$ cat config.mk
export PLATFORM = sky130hd
export DESIGN_NAME = spi_master_flat
export DESIGN_NICKNAME = d
export VERILOG_FILES = /design/src/rtl/spi_master_pkg.sv /design/src/rtl/spi_master_if.sv /design/src/rtl/spi_master_sclk_tick.sv /design/src/rtl/spi_master.sv /design/src/flat_wrapper.sv
export SDC_FILE = /design/constraint.sdc
export NUM_CORES = 1
export LEC_CHECK = 0
export ABC_AREA = 1
export CAP_MARGIN = 5
export CORE_MARGIN = 1
export CORE_UTILIZATION = 28
export CTS_CLUSTER_DIAMETER = 150
export DETAILED_ROUTE_END_ITERATION = 7
export PLACE_DENSITY_LB_ADDON = 0.12
export SYNTH_ARGS = -nofsm -noshare
export SYNTH_HDL_FRONTEND = slang
export SYNTH_SLANG_ARGS = --single-unit
$ cat constraint.sdc
create_clock -name sysclk -period 1.9 [get_ports sysclk]
set_input_delay 0.38 -clock sysclk [delete_from_list [all_inputs] [get_ports sysclk]]
set_output_delay 0.38 -clock sysclk [all_outputs]
set_load 0.01 [all_outputs]
$ cat src/rtl/spi_master_pkg.sv
// spi_master_pkg -- shared definitions for the SPI master slice.
//   state_e              : frame sequencer states
//   CS_ASSERT/CS_DEASSERT: chip-select levels (active low)
//   DEF_*                : default field widths and SCLK divider
package spi_master_pkg;

    typedef enum logic [2:0] {
        ST_IDLE,
        ST_SETUP,
        ST_SHIFT,
        ST_HOLD,
        ST_GAP
    } state_e;

    localparam logic CS_ASSERT   = 1'b0;
    localparam logic CS_DEASSERT = 1'b1;

    localparam int unsigned DEF_CMD_BITS     = 8;
    localparam int unsigned DEF_ADDR_BITS    = 8;
    localparam int unsigned DEF_PAYLOAD_BITS = 8;
    localparam int unsigned DEF_CLK_DIV      = 4;

endpackage

$ cat src/rtl/spi_master_if.sv
// spi_master_if -- request-side handshake between on-chip logic and spi_master.
//   start   : request a frame (honoured while busy=0)
//   i_frame : {cmd, addr, payload}, latched on an accepted start
//   cpol    : SCLK idle level for the frame
//   cpha    : 0 = sample on leading edge, 1 = sample on trailing edge
//   busy    : frame in progress
//   done    : one-cycle completion pulse
//   rx_data : payload captured from MISO, valid from done
// modport master: the requesting logic; modport slave: the spi_master core.
interface spi_master_if
    import spi_master_pkg::*;
#(
    parameter int unsigned CMD_BITS     = DEF_CMD_BITS,
    parameter int unsigned ADDR_BITS    = DEF_ADDR_BITS,
    parameter int unsigned PAYLOAD_BITS = DEF_PAYLOAD_BITS
);
    localparam int unsigned FRAME_BITS = CMD_BITS + ADDR_BITS + PAYLOAD_BITS;

    logic                    start;
    logic [FRAME_BITS-1:0]   i_frame;
    logic                    cpol;
    logic                    cpha;
    logic                    busy;
    logic                    done;
    logic [PAYLOAD_BITS-1:0] rx_data;

    modport master (
        output start, i_frame, cpol, cpha,
        input  busy, done, rx_data
    );

    modport slave (
        input  start, i_frame, cpol, cpha,
        output busy, done, rx_data
    );

endinterface

$ cat src/rtl/spi_master_sclk_tick.sv
// spi_master_sclk_tick -- divider producing a one-cycle tick every DIV cycles.
//   sysclk : system clock
//   rst_n  : asynchronous active-low reset
//   en_i   : count while high; low holds the divider at zero so that the
//            first tick after enabling comes exactly DIV cycles later
//   tick_o : one-cycle pulse on the last cycle of each DIV-cycle period
module spi_master_sclk_tick #(
    parameter int unsigned DIV = 4
) (
    input  logic sysclk,
    input  logic rst_n,
    input  logic en_i,
    output logic tick_o
);
    localparam int unsigned CW = (DIV > 1) ? $clog2(DIV) : 1;

    logic [CW-1:0] cnt_q;

    assign tick_o = en_i && (cnt_q == CW'(DIV - 1));

    always_ff @(posedge sysclk or negedge rst_n) begin
        if (!rst_n) begin
            cnt_q <= '0;
        end else if (!en_i || tick_o) begin
            cnt_q <= '0;
        end else begin
            cnt_q <= cnt_q + CW'(1);
        end
    end

endmodule

$ cat src/rtl/spi_master.sv
// spi_master -- SPI master serialising a {cmd, addr, payload} frame MSB first,
// all four CPOL/CPHA modes chosen per frame, full-duplex payload capture.
//   sysclk : system clock
//   rst_n  : asynchronous active-low reset
//   req    : request handshake (spi_master_if.slave)
//   miso   : serial input from the slave
//   cs_n   : chip select, active low (registered)
//   sclk   : serial clock (registered)
//   mosi   : serial output (registered)
module spi_master
    import spi_master_pkg::*;
#(
    parameter int unsigned CMD_BITS     = DEF_CMD_BITS,
    parameter int unsigned ADDR_BITS    = DEF_ADDR_BITS,
    parameter int unsigned PAYLOAD_BITS = DEF_PAYLOAD_BITS,
    parameter int unsigned CLK_DIV      = DEF_CLK_DIV
) (
    input  logic        sysclk,
    input  logic        rst_n,
    spi_master_if.slave req,
    input  logic        miso,
    output logic        cs_n,
    output logic        sclk,
    output logic        mosi
);
    localparam int unsigned FRAME_BITS = CMD_BITS + ADDR_BITS + PAYLOAD_BITS;
    localparam int unsigned EDGES      = 2 * FRAME_BITS;
    localparam int unsigned EW         = $clog2(EDGES + 1);

    state_e                  state_q, state_d;
    logic [FRAME_BITS-1:0]   tx_q, tx_d;
    logic [PAYLOAD_BITS-1:0] rx_q, rx_d;
    logic [PAYLOAD_BITS-1:0] rx_data_q, rx_data_d;
    logic [EW-1:0]           edge_q, edge_d;
    logic [EW-1:0]           edge_nxt;
    logic                    cpol_q, cpol_d;
    logic                    cpha_q, cpha_d;
    logic                    cs_n_q, cs_n_d;
    logic                    sclk_q, sclk_d;
    logic                    mosi_q, mosi_d;
    logic                    busy_q, busy_d;
    logic                    done_q, done_d;
    logic                    tick;
    logic                    div_en;

    assign div_en   = (state_q != ST_IDLE);
    assign edge_nxt = edge_q + EW'(1);

    spi_master_sclk_tick #(
        .DIV (CLK_DIV)
    ) u_tick (
        .sysclk (sysclk),
        .rst_n  (rst_n),
        .en_i   (div_en),
        .tick_o (tick)
    );

    always_comb begin
        state_d   = state_q;
        tx_d      = tx_q;
        rx_d      = rx_q;
        rx_data_d = rx_data_q;
        edge_d    = edge_q;
        cpol_d    = cpol_q;
        cpha_d    = cpha_q;
        cs_n_d    = cs_n_q;
        sclk_d    = sclk_q;
        mosi_d    = mosi_q;
        busy_d    = busy_q;
        done_d    = 1'b0;

        unique case (state_q)
            ST_IDLE: begin
                sclk_d = cpol_q;
                mosi_d = 1'b0;
                if (req.start) begin
                    state_d = ST_SETUP;
                    cpol_d  = req.cpol;
                    cpha_d  = req.cpha;
                    sclk_d  = req.cpol;
                    cs_n_d  = CS_ASSERT;
                    busy_d  = 1'b1;
                    edge_d  = '0;
                    // CPHA=0 presents the MSB together with CS; the shift
                    // register then only holds the bits still to be sent.
                    if (req.cpha) begin
                        mosi_d = 1'b0;
                        tx_d   = req.i_frame;
                    end else begin
                        mosi_d = req.i_frame[FRAME_BITS-1];
                        tx_d   = {req.i_frame[FRAME_BITS-2:0], 1'b0};
                    end
                end
            end

            // The tick ending SETUP already produces SCLK edge 1.
            ST_SETUP, ST_SHIFT: begin
                if (tick) begin
                    sclk_d = ~sclk_q;
                    edge_d = edge_nxt;
                    // edge_q[0]==0 means this is an odd edge; CPHA flips
                    // which parity samples and which parity shifts.
                    if (~edge_q[0] ^ cpha_q) begin
                        rx_d = {rx_q[PAYLOAD_BITS-2:0], miso};
                    end else if (edge_nxt != EW'(EDGES)) begin
                        mosi_d = tx_q[FRAME_BITS-1];
                        tx_d   = {tx_q[FRAME_BITS-2:0], 1'b0};
                    end
                    state_d = (edge_nxt == EW'(EDGES)) ? ST_HOLD : ST_SHIFT;
                end
            end

            ST_HOLD: begin
                if (tick) begin
                    state_d   = ST_GAP;
                    cs_n_d    = CS_DEASSERT;
                    done_d    = 1'b1;
                    rx_data_d = rx_q;
                    mosi_d    = 1'b0;
                end
            end

            ST_GAP: begin
                if (tick) begin
                    state_d = ST_IDLE;
                    busy_d  = 1'b0;
                end
            end

            default: state_d = ST_IDLE;
        endcase
    end

    always_ff @(posedge sysclk or negedge rst_n) begin
        if (!rst_n) begin
            state_q   <= ST_IDLE;
            tx_q      <= '0;
            rx_q      <= '0;
            rx_data_q <= '0;
            edge_q    <= '0;
            cpol_q    <= 1'b0;
            cpha_q    <= 1'b0;
            cs_n_q    <= CS_DEASSERT;
            sclk_q    <= 1'b0;
            mosi_q    <= 1'b0;
            busy_q    <= 1'b0;
            done_q    <= 1'b0;
        end else begin
            state_q   <= state_d;
            tx_q      <= tx_d;
            rx_q      <= rx_d;
            rx_data_q <= rx_data_d;
            edge_q    <= edge_d;
            cpol_q    <= cpol_d;
            cpha_q    <= cpha_d;
            cs_n_q    <= cs_n_d;
            sclk_q    <= sclk_d;
            mosi_q    <= mosi_d;
            busy_q    <= busy_d;
            done_q    <= done_d;
        end
    end

    assign cs_n        = cs_n_q;
    assign sclk        = sclk_q;
    assign mosi        = mosi_q;
    assign req.busy    = busy_q;
    assign req.done    = done_q;
    assign req.rx_data = rx_data_q;

endmodule
$ cat src/flat_wrapper.sv
// flat-port wrapper written by rule: the top's interface ports become plain ports
module spi_master_flat import spi_master_pkg::*;
#(
    parameter int unsigned CMD_BITS     = DEF_CMD_BITS,
    parameter int unsigned ADDR_BITS    = DEF_ADDR_BITS,
    parameter int unsigned PAYLOAD_BITS = DEF_PAYLOAD_BITS,
    parameter int unsigned CLK_DIV      = DEF_CLK_DIV
)
  (sysclk, rst_n, miso, cs_n, sclk, mosi, req_start, req_i_frame, req_cpol, req_cpha, req_busy, req_done, req_rx_data);
  spi_master_if #(.CMD_BITS(CMD_BITS), .ADDR_BITS(ADDR_BITS), .PAYLOAD_BITS(PAYLOAD_BITS)) req_i ();
  input  logic sysclk;
  input  logic rst_n;
  input  logic miso;
  output logic cs_n;
  output logic sclk;
  output logic mosi;
  input wire logic [$bits(req_i.start)-1:0] req_start;
  input wire logic [$bits(req_i.i_frame)-1:0] req_i_frame;
  input wire logic [$bits(req_i.cpol)-1:0] req_cpol;
  input wire logic [$bits(req_i.cpha)-1:0] req_cpha;
  output wire logic [$bits(req_i.busy)-1:0] req_busy;
  output wire logic [$bits(req_i.done)-1:0] req_done;
  output wire logic [$bits(req_i.rx_data)-1:0] req_rx_data;
  assign req_i.start = req_start;
  assign req_i.i_frame = req_i_frame;
  assign req_i.cpol = req_cpol;
  assign req_i.cpha = req_cpha;
  assign req_busy = req_i.busy;
  assign req_done = req_i.done;
  assign req_rx_data = req_i.rx_data;
  spi_master #(.CMD_BITS(CMD_BITS), .ADDR_BITS(ADDR_BITS), .PAYLOAD_BITS(PAYLOAD_BITS), .CLK_DIV(CLK_DIV)) u_core (.sysclk(sysclk), .rst_n(rst_n), .req(req_i), .miso(miso), .cs_n(cs_n), .sclk(sclk), .mosi(mosi));
endmodule
== Word level (Yosys, flattened, before mapping) ==
Index checks and enable logic that the tools add are counted.
Storage, ports and cells
  register bits after elaboration: 58
  latch bits: 0
  memory bits (writable): 0
  bits in read-only memories: 0
  input bits: 30
  output and inout port bits: 13
  word-level logic and storage cells: 84
  memories kept: 0
Operators by class
  add/subtract/negate cells: 2
  $mul: 0
  div/mod/pow operators: 0
  $lt $le $gt $ge: 0
  equal/unequal tests: 13
  shifts and indexed selects: 0
  muxes and demuxes: 33
  bitwise operators: 3
  reductions and logical operators: 20
Operator list (number)
  24-bit two-way mux: 5
  24-bit one-hot mux with 2 select lines: 1
  1-bit two-way mux: 14
  3-bit two-way mux: 4
  6-bit two-way mux: 2
  3-bit one-hot mux with 4 select lines: 1
  6-bit one-hot mux with 2 select lines: 1
  3-bit AND reduction: 4
  2-bit inequality test (second input constant): 5
  5-bit AND reduction: 2
  6-bit by 1-bit adder with 6-bit output (second input constant): 1
  3-bit by 2-bit == test with 1-bit output (second input constant): 2
  6-bit == test (second input constant): 1
  6-bit inequality test (second input constant): 1
  1-bit one-hot mux with 2 select lines: 3
  2-bit AND reduction: 3
  2-bit nonzero test: 3
  3-bit nonzero test: 2
  4-bit AND reduction: 1
  3-bit by 1-bit == test with 1-bit output (second input constant): 1
  3-bit == test (second input constant): 1
  3-bit logical NOT: 1
  1-bit one-hot mux with 3 select lines: 1
  2-bit by 1-bit adder with 2-bit output (second input constant): 1
  9 further kinds: 10

== Logic depth before layout (Yosys ltp) ==
Gate-level depths: netlist of the first run.
  word-level depth: 6
  depth in mapped cells: 10
  gate-level depth less buffers: 9

== By module ==
From an unflattened synthesis of the first run, not the netlist that was laid out.
Unflattened totals
  cells, all modules: 395
  area, all modules: 3042.9 um^2
By module, submodules not included
  spi_master: times used 1, cells each 385, area an instance 2954.1 um^2, seq. area each 1402.6 um^2
  spi_master_sclk_tick: times used 1, cells each 10, area an instance 88.8 um^2, seq. area each 50.0 um^2

== Worst setup path after synthesis of the first run ==
No wires, ideal clock.
  kind: flip-flop to flip-flop
  start: register u_core.edge_q[0]
  end: register u_core.tx_q[0]
  library setup time: 116 ps
  arrival time: 1417 ps
  required time: 1784 ps
  path slack: 367 ps
  cell stages (with the launch flop): 9
  path buffers: 1
  period minus slack after synthesis: 1533 ps
  cell sequence: dfrtp_1 > ha_1 > nand2_1 > nand3_1 > nor2_1 > nand3_4 > buf_2 > nand3_1 > nand2_1
On the way
  cells in the longest elaborated chain, start to end: 4
  elaborated cells between the ends (all ways): 7
Ends and longest elaborated chain
  start: declaration: RTL line spi_master.sv:34  | logic [EW-1:0] edge_q, edge_d;
  start signal: assignment: RTL line spi_master.sv:153  | edge_q <= edge_d;
  6-bit by 1-bit adder with 6-bit output / 1-bit NOT (equally long branches): RTL line spi_master.sv:47, spi_master.sv:103
  6-bit inequality test / 1-bit bitwise XOR (equally long branches): RTL line spi_master.sv:105, spi_master.sv:103
  2-bit by 1-bit inequality test with 1-bit output (no line) / 2-bit inequality test (equally long branches)
  5-bit AND reduction (no line) *
  end signal: assignment: RTL line spi_master.sv:150  | tx_q <= tx_d;
  end: declaration: RTL line spi_master.sv:31  | logic [FRAME_BITS-1:0] tx_q, tx_d;
Every way passes the cells marked *; elsewhere a longest branch is shown, timed or not.
A chain may end at the register's enable or synchronous reset.

== Worst setup path in the final report of the first run ==
  start: register u_core.cs_n_q (netlist: u_core.cs_n)
  end: output port cs_n
RTL lines
  start: declaration: RTL line spi_master.sv:38  | logic cs_n_q, cs_n_d;
  start signal: assignment: RTL line spi_master.sv:156  | cs_n_q <= cs_n_d;
  end: declaration: RTL line flat_wrapper.sv:14  | output logic cs_n;
No word-level cell between the ends.

==> impl_metrics.env, run 1 <==
export IMPL_outcome="completed"
export IMPL_routabilityCongestion=0.8108
export IMPL_floorplan_rows=38
export IMPL_clk_root_buffer_cell="sky130_fd_sc_hd__clkbuf_8"
export IMPL_required_ps=1520
export IMPL_maxClockFrequency_ghz=0.5645
export IMPL_preCtsSetupSlack_ps=115.1
export IMPL_final_util=0.3660
export IMPL_die_height_um=107.7
export IMPL_setup_worst_path_end_class="primary output"
export IMPL_design_portCount=43
export IMPL_antenna_cells=0
export IMPL_worst_hold_slack_ps=429.6
export IMPL_path_buf_inv=1
export IMPL_dp_final_hpwl_um=5280
export IMPL_crit_path_cell_chain="clkdlybuf4s50_1"
export IMPL_synthCells=399
export IMPL_final_cell_area_excluding_filler_cells_um2=3968
export IMPL_design_die_area_um2=11600
export IMPL_synth_cell_area_um2=3129
export IMPL_finClkSkew_ps=6.755
export IMPL_timing_final_crit_share=0.9323
export IMPL_detail_route_antenna_nets=0
export IMPL_initial_standard_cell_utilization_of_the_core=0.2887
export IMPL_maximum_fanout_along_the_worst_path=2
export IMPL_number_of_hold_violations_in_the_final_report=0
export IMPL_timing_slew_headroom=0.6553
export IMPL_synth_ff_latch_count=58
export IMPL_route_detailed_drc=0
export IMPL_seq_area_um2=1453
export IMPL_syn_to_final_growth_pct=26.79
export IMPL_path_clk_slew_ps=60
export IMPL_drive_gt1_frac=0.1516
export IMPL_multi_input_comb_area_um2=1453
export IMPL_drt_vias_per_instance=4.523
export IMPL_cts_tree="yes"
export IMPL_power_density_cell_area_nw_per_um2=672.6
export IMPL_hold_class="reg2reg"
export IMPL_avgSynthCellArea_um2=7.843
export IMPL_first_iter_violations=99
export IMPL_vias=2691
export IMPL_die_width_um=107.7
export IMPL_maxCapViolations=0
export IMPL_critical_path_max_stage_delay_ps=530
export IMPL_finalSetupViolations=0
export IMPL_r2r_slack_ps=240
export IMPL_timing_worst_setup_path_type="reg2out"
export IMPL_grt_setup_unrepaired="false"
export IMPL_antenna_violations_before_repair=0
export IMPL_report_final_slew_viol_count=0
export IMPL_layout_common_cells="152 x sky130_fd_sc_hd__nand2_1, 57 x sky130_fd_sc_hd__dfrtp_1, 41 x sky130_fd_sc_hd__clkdlybuf4s50_1, 33 x sky130_fd_sc_hd__nand3_1, 27 x sky130_fd_sc_hd__inv_1"
export IMPL_worst_path_max_delay_cell="sky130_fd_sc_hd__dfstp_2"
export IMPL_first_global_vias=2705
export IMPL_static_leakage_power_nw=1.998
export IMPL_coreArea_um2=10840
export IMPL_clock_latency_ps=340
export IMPL_crit_arrival_ps=1390
export IMPL_tightestPinTransition_ps=515.8
export IMPL_detail_route_first_pass_iterations=4
export IMPL_nets_final=483
export IMPL_placedInstanceArea_um2=3750
export IMPL_period_needed_ps=1771
export IMPL_clock_sink_count=58
export IMPL_number_of_buffers_added_by_the_clock_tree_synthesis_step=9
export IMPL_post_route_worst_setup_slack_ps=128.6
export IMPL_clockBufferDepth=2
export IMPL_nFillCells=1137
export IMPL_yosysWarningCount=0
export IMPL_placed_cell_count=578
export IMPL_grt_pass1_wl_um=13030
export IMPL_postSynthNetCount=432
export IMPL_synth_sequential_area_ratio=0.4642
export IMPL_mostFrequentLayoutCell="sky130_fd_sc_hd__nand2_1"
export IMPL_ir_drop_uv=568.5
export IMPL_final_cells=595
export IMPL_grt_overflow=0
export IMPL_drt_wl_total_um=7619
export IMPL_cell_class_contributing_the_biggest_share_of_worst_path_delay="flip-flops"
export IMPL_wl_per_cell_um=12.81
export IMPL_global_route_usage_total=0.1455
export IMPL_synth_cell_types=30
export IMPL_numPortBuffers=42
export IMPL_clock_tree_htree_level_count=3
export IMPL_grt_max_degree=31
export IMPL_finalPower_mw=2.669
export IMPL_startpoint_type="flip-flop"
export IMPL_timing_setup_tns_ps=0
-- layer usage --
| metal | wire length (µm) | GRT usage | up-vias |
|---|---|---|---|
| li1 | - | - | 1386 |
| met1 | 3665 | 0.1809 | 1255 |
| met2 | 3549 | 0.2358 | 41 |
| met3 | 282 | 0.04298 | 9 |
| met4 | 121 | 0.05675 | 0 |
| met5 | 0 | 0 | - |
-- cells in the mapped netlist --
master,instances,area (µm²)
sky130_fd_sc_hd__nand2_1,152,570.6
sky130_fd_sc_hd__dfrtp_1,57,1426
sky130_fd_sc_hd__nand3_1,33,165.2
sky130_fd_sc_hd__inv_1,27,101.4
sky130_fd_sc_hd__o211ai_1,23,172.7
sky130_fd_sc_hd__or2_2,21,131.4
sky130_fd_sc_hd__o21ai_0,17,85.08
sky130_fd_sc_hd__nor2_1,15,56.30
sky130_fd_sc_hd__buf_2,8,40.04
sky130_fd_sc_hd__o21ai_1,7,35.03
sky130_fd_sc_hd__clkbuf_1,5,18.77
sky130_fd_sc_hd__inv_2,4,15.01
sky130_fd_sc_hd__buf_6,3,33.78
sky130_fd_sc_hd__ha_1,3,37.54
sky130_fd_sc_hd__nand3_4,3,52.55
sky130_fd_sc_hd__a21oi_1,2,10.01
sky130_fd_sc_hd__a21oi_2,2,17.52
sky130_fd_sc_hd__buf_4,2,15.01
sky130_fd_sc_hd__nand2_2,2,12.51
sky130_fd_sc_hd__nand2_4,2,22.52
sky130_fd_sc_hd__nand4_1,2,12.51
sky130_fd_sc_hd__a21oi_4,1,16.27
sky130_fd_sc_hd__and2_1,1,6.260
sky130_fd_sc_hd__dfstp_2,1,26.28
sky130_fd_sc_hd__nand3_2,1,10.01
sky130_fd_sc_hd__nor2_2,1,6.260
sky130_fd_sc_hd__nor2_4,1,11.26
sky130_fd_sc_hd__nor3_1,1,5.000
sky130_fd_sc_hd__o2111ai_1,1,8.760
sky130_fd_sc_hd__o21bai_1,1,7.510
-- report_power, final --
group          total [mW]  switching (mW)  internal [mW]
logic               0.190          0.0929         0.0971
clock network        1.20           0.490          0.712
registers            1.28          0.0146           1.26
-- registers in the layout (all words and copies together) (netlist names), 2 cells and up --
register and cells:
u_core.tx_q 24, u_core.rx_q 8, u_core.state_q 3, u_core.u_tick.cnt_q 2, u_core.req.rx_data 8, u_core.edge_q 6
-- cells by family after synthesis --
group | Yosys count | share of synthesized area
flip-flops | 58 | 0.4642
AO/OA/AOI/OAI | 54 | 0.1128
adder cells (fa/ha/maj) | 3 | 0.01200
buffers and inverters | 49 | 0.07157
AND/OR/NAND/NOR | 235 | 0.3395
-- cell type report --
type,instances,area share
inverters,31,0.02933
repair buffers,58,0.1419
clock buffers,14,0.04352
well taps,140,0.04415
clock inverters,2,0.008830
flip-flops and latches,58,0.3661
multi-input cells,292,0.3661
-- what timing repair did --
action / in CTS / in global routing
hold buffers: 1 / 0
setup endpoints to repair: 0 / 0
setup buffers: 0 / 0
hold endpoints to repair: 12 / 0
resized for setup: 0 / 0
-- path summary, 6_finish.rpt --
| check | from | endpoint | cells past startpoint |
|---|---|---|---|
| hold reg to reg | u_core.u_tick.cnt_q[0] | u_core.u_tick.cnt_q[0] | 1 |
| setup / recovery | u_core.cs_n | cs_n | 1 |
| hold / removal | u_core.u_tick.cnt_q[0] | u_core.u_tick.cnt_q[0] | 1 |
| max in group asynchronous | rst_n | u_core.edge_q[1] | 3 |
| min in group asynchronous | rst_n | u_core.cpol_q | 2 |
| setup reg to reg | u_core.edge_q[0] | u_core.tx_q[15] | 8 |
Power figures use the tool's default switching activity.
==> inputs of run 2 (changes only) <==
--- a/config.mk
+++ b/config.mk
@@ -12,6 +12,7 @@
 export CTS_CLUSTER_DIAMETER = 150
 export DETAILED_ROUTE_END_ITERATION = 7
 export PLACE_DENSITY_LB_ADDON = 0.12
+export SETUP_SLACK_MARGIN = 0.1
 export SYNTH_ARGS = -nofsm -noshare
 export SYNTH_HDL_FRONTEND = slang
 export SYNTH_SLANG_ARGS = --single-unit
==> impl_metrics.env, run 2 (synthesis gave the netlist of run 1 again) <==
export IMPL_first_iter_violations=104
export IMPL_grt_pass1_wl_um=13030
export IMPL_clockBufferDepth=2
export IMPL_finalPower_mw=2.666
export IMPL_timing_worst_setup_path_type="reg2out"
export IMPL_detail_route_first_pass_iterations=5
export IMPL_combinational_power_share=0.071
export IMPL_required_ps=1520
export IMPL_crit_reg2reg_launch="u_core.u_tick.cnt_q[0]"
export IMPL_min_delay_start="u_core.u_tick.cnt_q[0]"
export IMPL_design_die_area_um2=11600
export IMPL_ir_drop_uv=565.1
export IMPL_layout_common_cells="152 x sky130_fd_sc_hd__nand2_1, 55 x sky130_fd_sc_hd__dfrtp_1, 40 x sky130_fd_sc_hd__clkdlybuf4s50_1, 33 x sky130_fd_sc_hd__nand3_1, 27 x sky130_fd_sc_hd__inv_1"
export IMPL_timing_slew_headroom=0.6572
export IMPL_switching_share=0.2232
export IMPL_syn_to_final_growth_pct=27.31
export IMPL_grt_setup_unrepaired="false"
export IMPL_route_detailed_drc=0
export IMPL_nFillCells=1136
export IMPL_grt_overflow=0
export IMPL_design_portCount=43
export IMPL_number_of_hold_violations_in_the_final_report=0
export IMPL_number_of_buffers_added_by_the_clock_tree_synthesis_step=9
export IMPL_wl_per_cell_um=12.79
export IMPL_finalSetupViolations=0
export IMPL_power_density_cell_area_nw_per_um2=669.2
export IMPL_clock_sink_count=58
export IMPL_detail_route_antenna_nets=0
export IMPL_outcome="completed"
export IMPL_coreArea_um2=10840
export IMPL_period_needed_ps=1641
export IMPL_crit_path_cell_chain="clkdlybuf4s50_1"
export IMPL_initial_standard_cell_utilization_of_the_core=0.2887
export IMPL_setup_worst_path_end_class="primary output"
export IMPL_timing_setup_tns_ps=0
export IMPL_nets_final=483
export IMPL_switching_power_mw=0.5950
export IMPL_path_clk_slew_ps=60
export IMPL_die_height_um=107.7
export IMPL_die_width_um=107.7
export IMPL_floorplan_rows=38
export IMPL_numPortBuffers=42
export IMPL_int_power_mw=2.071
export IMPL_cell_class_contributing_the_biggest_share_of_worst_path_delay="buffers and inverters"
export IMPL_clock_tree_htree_level_count=3
export IMPL_dp_final_hpwl_um=5280
export IMPL_worst_path_max_delay_cell="sky130_fd_sc_hd__clkdlybuf4s50_1"
export IMPL_critical_path_max_stage_delay_ps=550
export IMPL_maxCapViolations=0
export IMPL_routabilityCongestion=0.8108
export IMPL_p_seq_frac=0.479
export IMPL_crit_arrival_ps=1260
export IMPL_timing_final_crit_share=0.8639
export IMPL_first_global_vias=2705
export IMPL_grt_max_degree=31
export IMPL_maximum_fanout_along_the_worst_path=3
export IMPL_antenna_violations_before_repair=0
export IMPL_static_leakage_power_nw=1.998
export IMPL_largest_register_ff_count=24
export IMPL_cts_tree="yes"
export IMPL_clk_root_buffer_cell="sky130_fd_sc_hd__clkbuf_8"
export IMPL_path_buf_inv=1
export IMPL_startpoint="u_core.sclk"
export IMPL_clock_latency_ps=340
export IMPL_maxClockFrequency_ghz=0.6092
export IMPL_startpoint_type="flip-flop"
export IMPL_drt_wl_total_um=7608
export IMPL_mostFrequentLayoutCell="sky130_fd_sc_hd__nand2_1"
export IMPL_vias=2684
export IMPL_drt_vias_per_instance=4.511
export IMPL_p_clk_frac=0.450
export IMPL_report_final_slew_viol_count=0
export IMPL_drive_gt1_frac=0.1582
export IMPL_hold_class="reg2reg"
export IMPL_antenna_cells=0
export IMPL_global_route_usage_total=0.1455
export IMPL_tightestPinTransition_ps=512.9
export IMPL_registers_top_by_ff_count="u_core.tx_q"
export IMPL_finClkSkew_ps=6.285
run 2: power groups by stage:
| stage | Clock (mW) | Combinational, mW | Sequential (mW) |
|---|---|---|---|
| after floorplan | 0 | 0.0678 | 1.29 |
| after global placement | 0 | 0.195 | 1.30 |
| after detailed placement | 0 | 0.193 | 1.30 |
| after CTS | 1.25 | 0.196 | 1.28 |
| after global routing | 1.30 | 0.214 | 1.28 |
| final | 1.20 | 0.190 | 1.28 |
run 2: through the flow:
step           std cells  instance area, µm²  hold WS (ps)  setup WS (ps)  utilization
6_report             595                3984         429.5          258.6       0.3675
5_1_grt              595                3984         464.7          120.7       0.3675
4_1_cts              595                3968         433.4          101.4       0.3660
3_5_place_dp         578                3750         333.6          115.1       0.3459
3_3_place_gp         578                3750         334.9          127.0       0.3459
2_1_floorplan        399                3129         84.41          366.5            -
run 2: worst paths after layout:
kind,cells after the start,slack (ps),to
worst min register to register,1,430,u_core.u_tick.cnt_q[0]
worst max-delay path,1,260,sclk
max in group asynchronous,3,840,u_core.edge_q[1]
min in group asynchronous,2,490,u_core.cpol_q
worst min-delay path,1,430,u_core.u_tick.cnt_q[0]
worst max register to register,8,260,u_core.tx_q[4]
run 2: area by class of cell:
| type | instances | area (µm²) | share of cell area |
|---|---|---|---|
| Clock buffer | 14 | 172.7 | 0.04334 |
| Clock inverter | 2 | 35.03 | 0.008794 |
| Inverter | 31 | 116.4 | 0.02921 |
| Multi-Input combinational cell | 292 | 1464 | 0.3675 |
| Sequential cell | 58 | 1455 | 0.3653 |
| Tap cell | 140 | 175.2 | 0.04397 |
| Timing Repair Buffer | 58 | 565.5 | 0.1420 |
run 2: layer usage:
layer | GRT usage | wire length [µm]
met1 | 0.1809 | 3647
met2 | 0.2358 | 3539
met3 | 0.04298 | 287
met4 | 0.05675 | 134
met5 | 0 | 0
run 2: timing repair:
action,in CTS,in global routing
resized for setup,0,5
setup endpoints to repair,0,25
hold buffers,1,0
buffers inserted,0,0
hold endpoints to repair,12,0
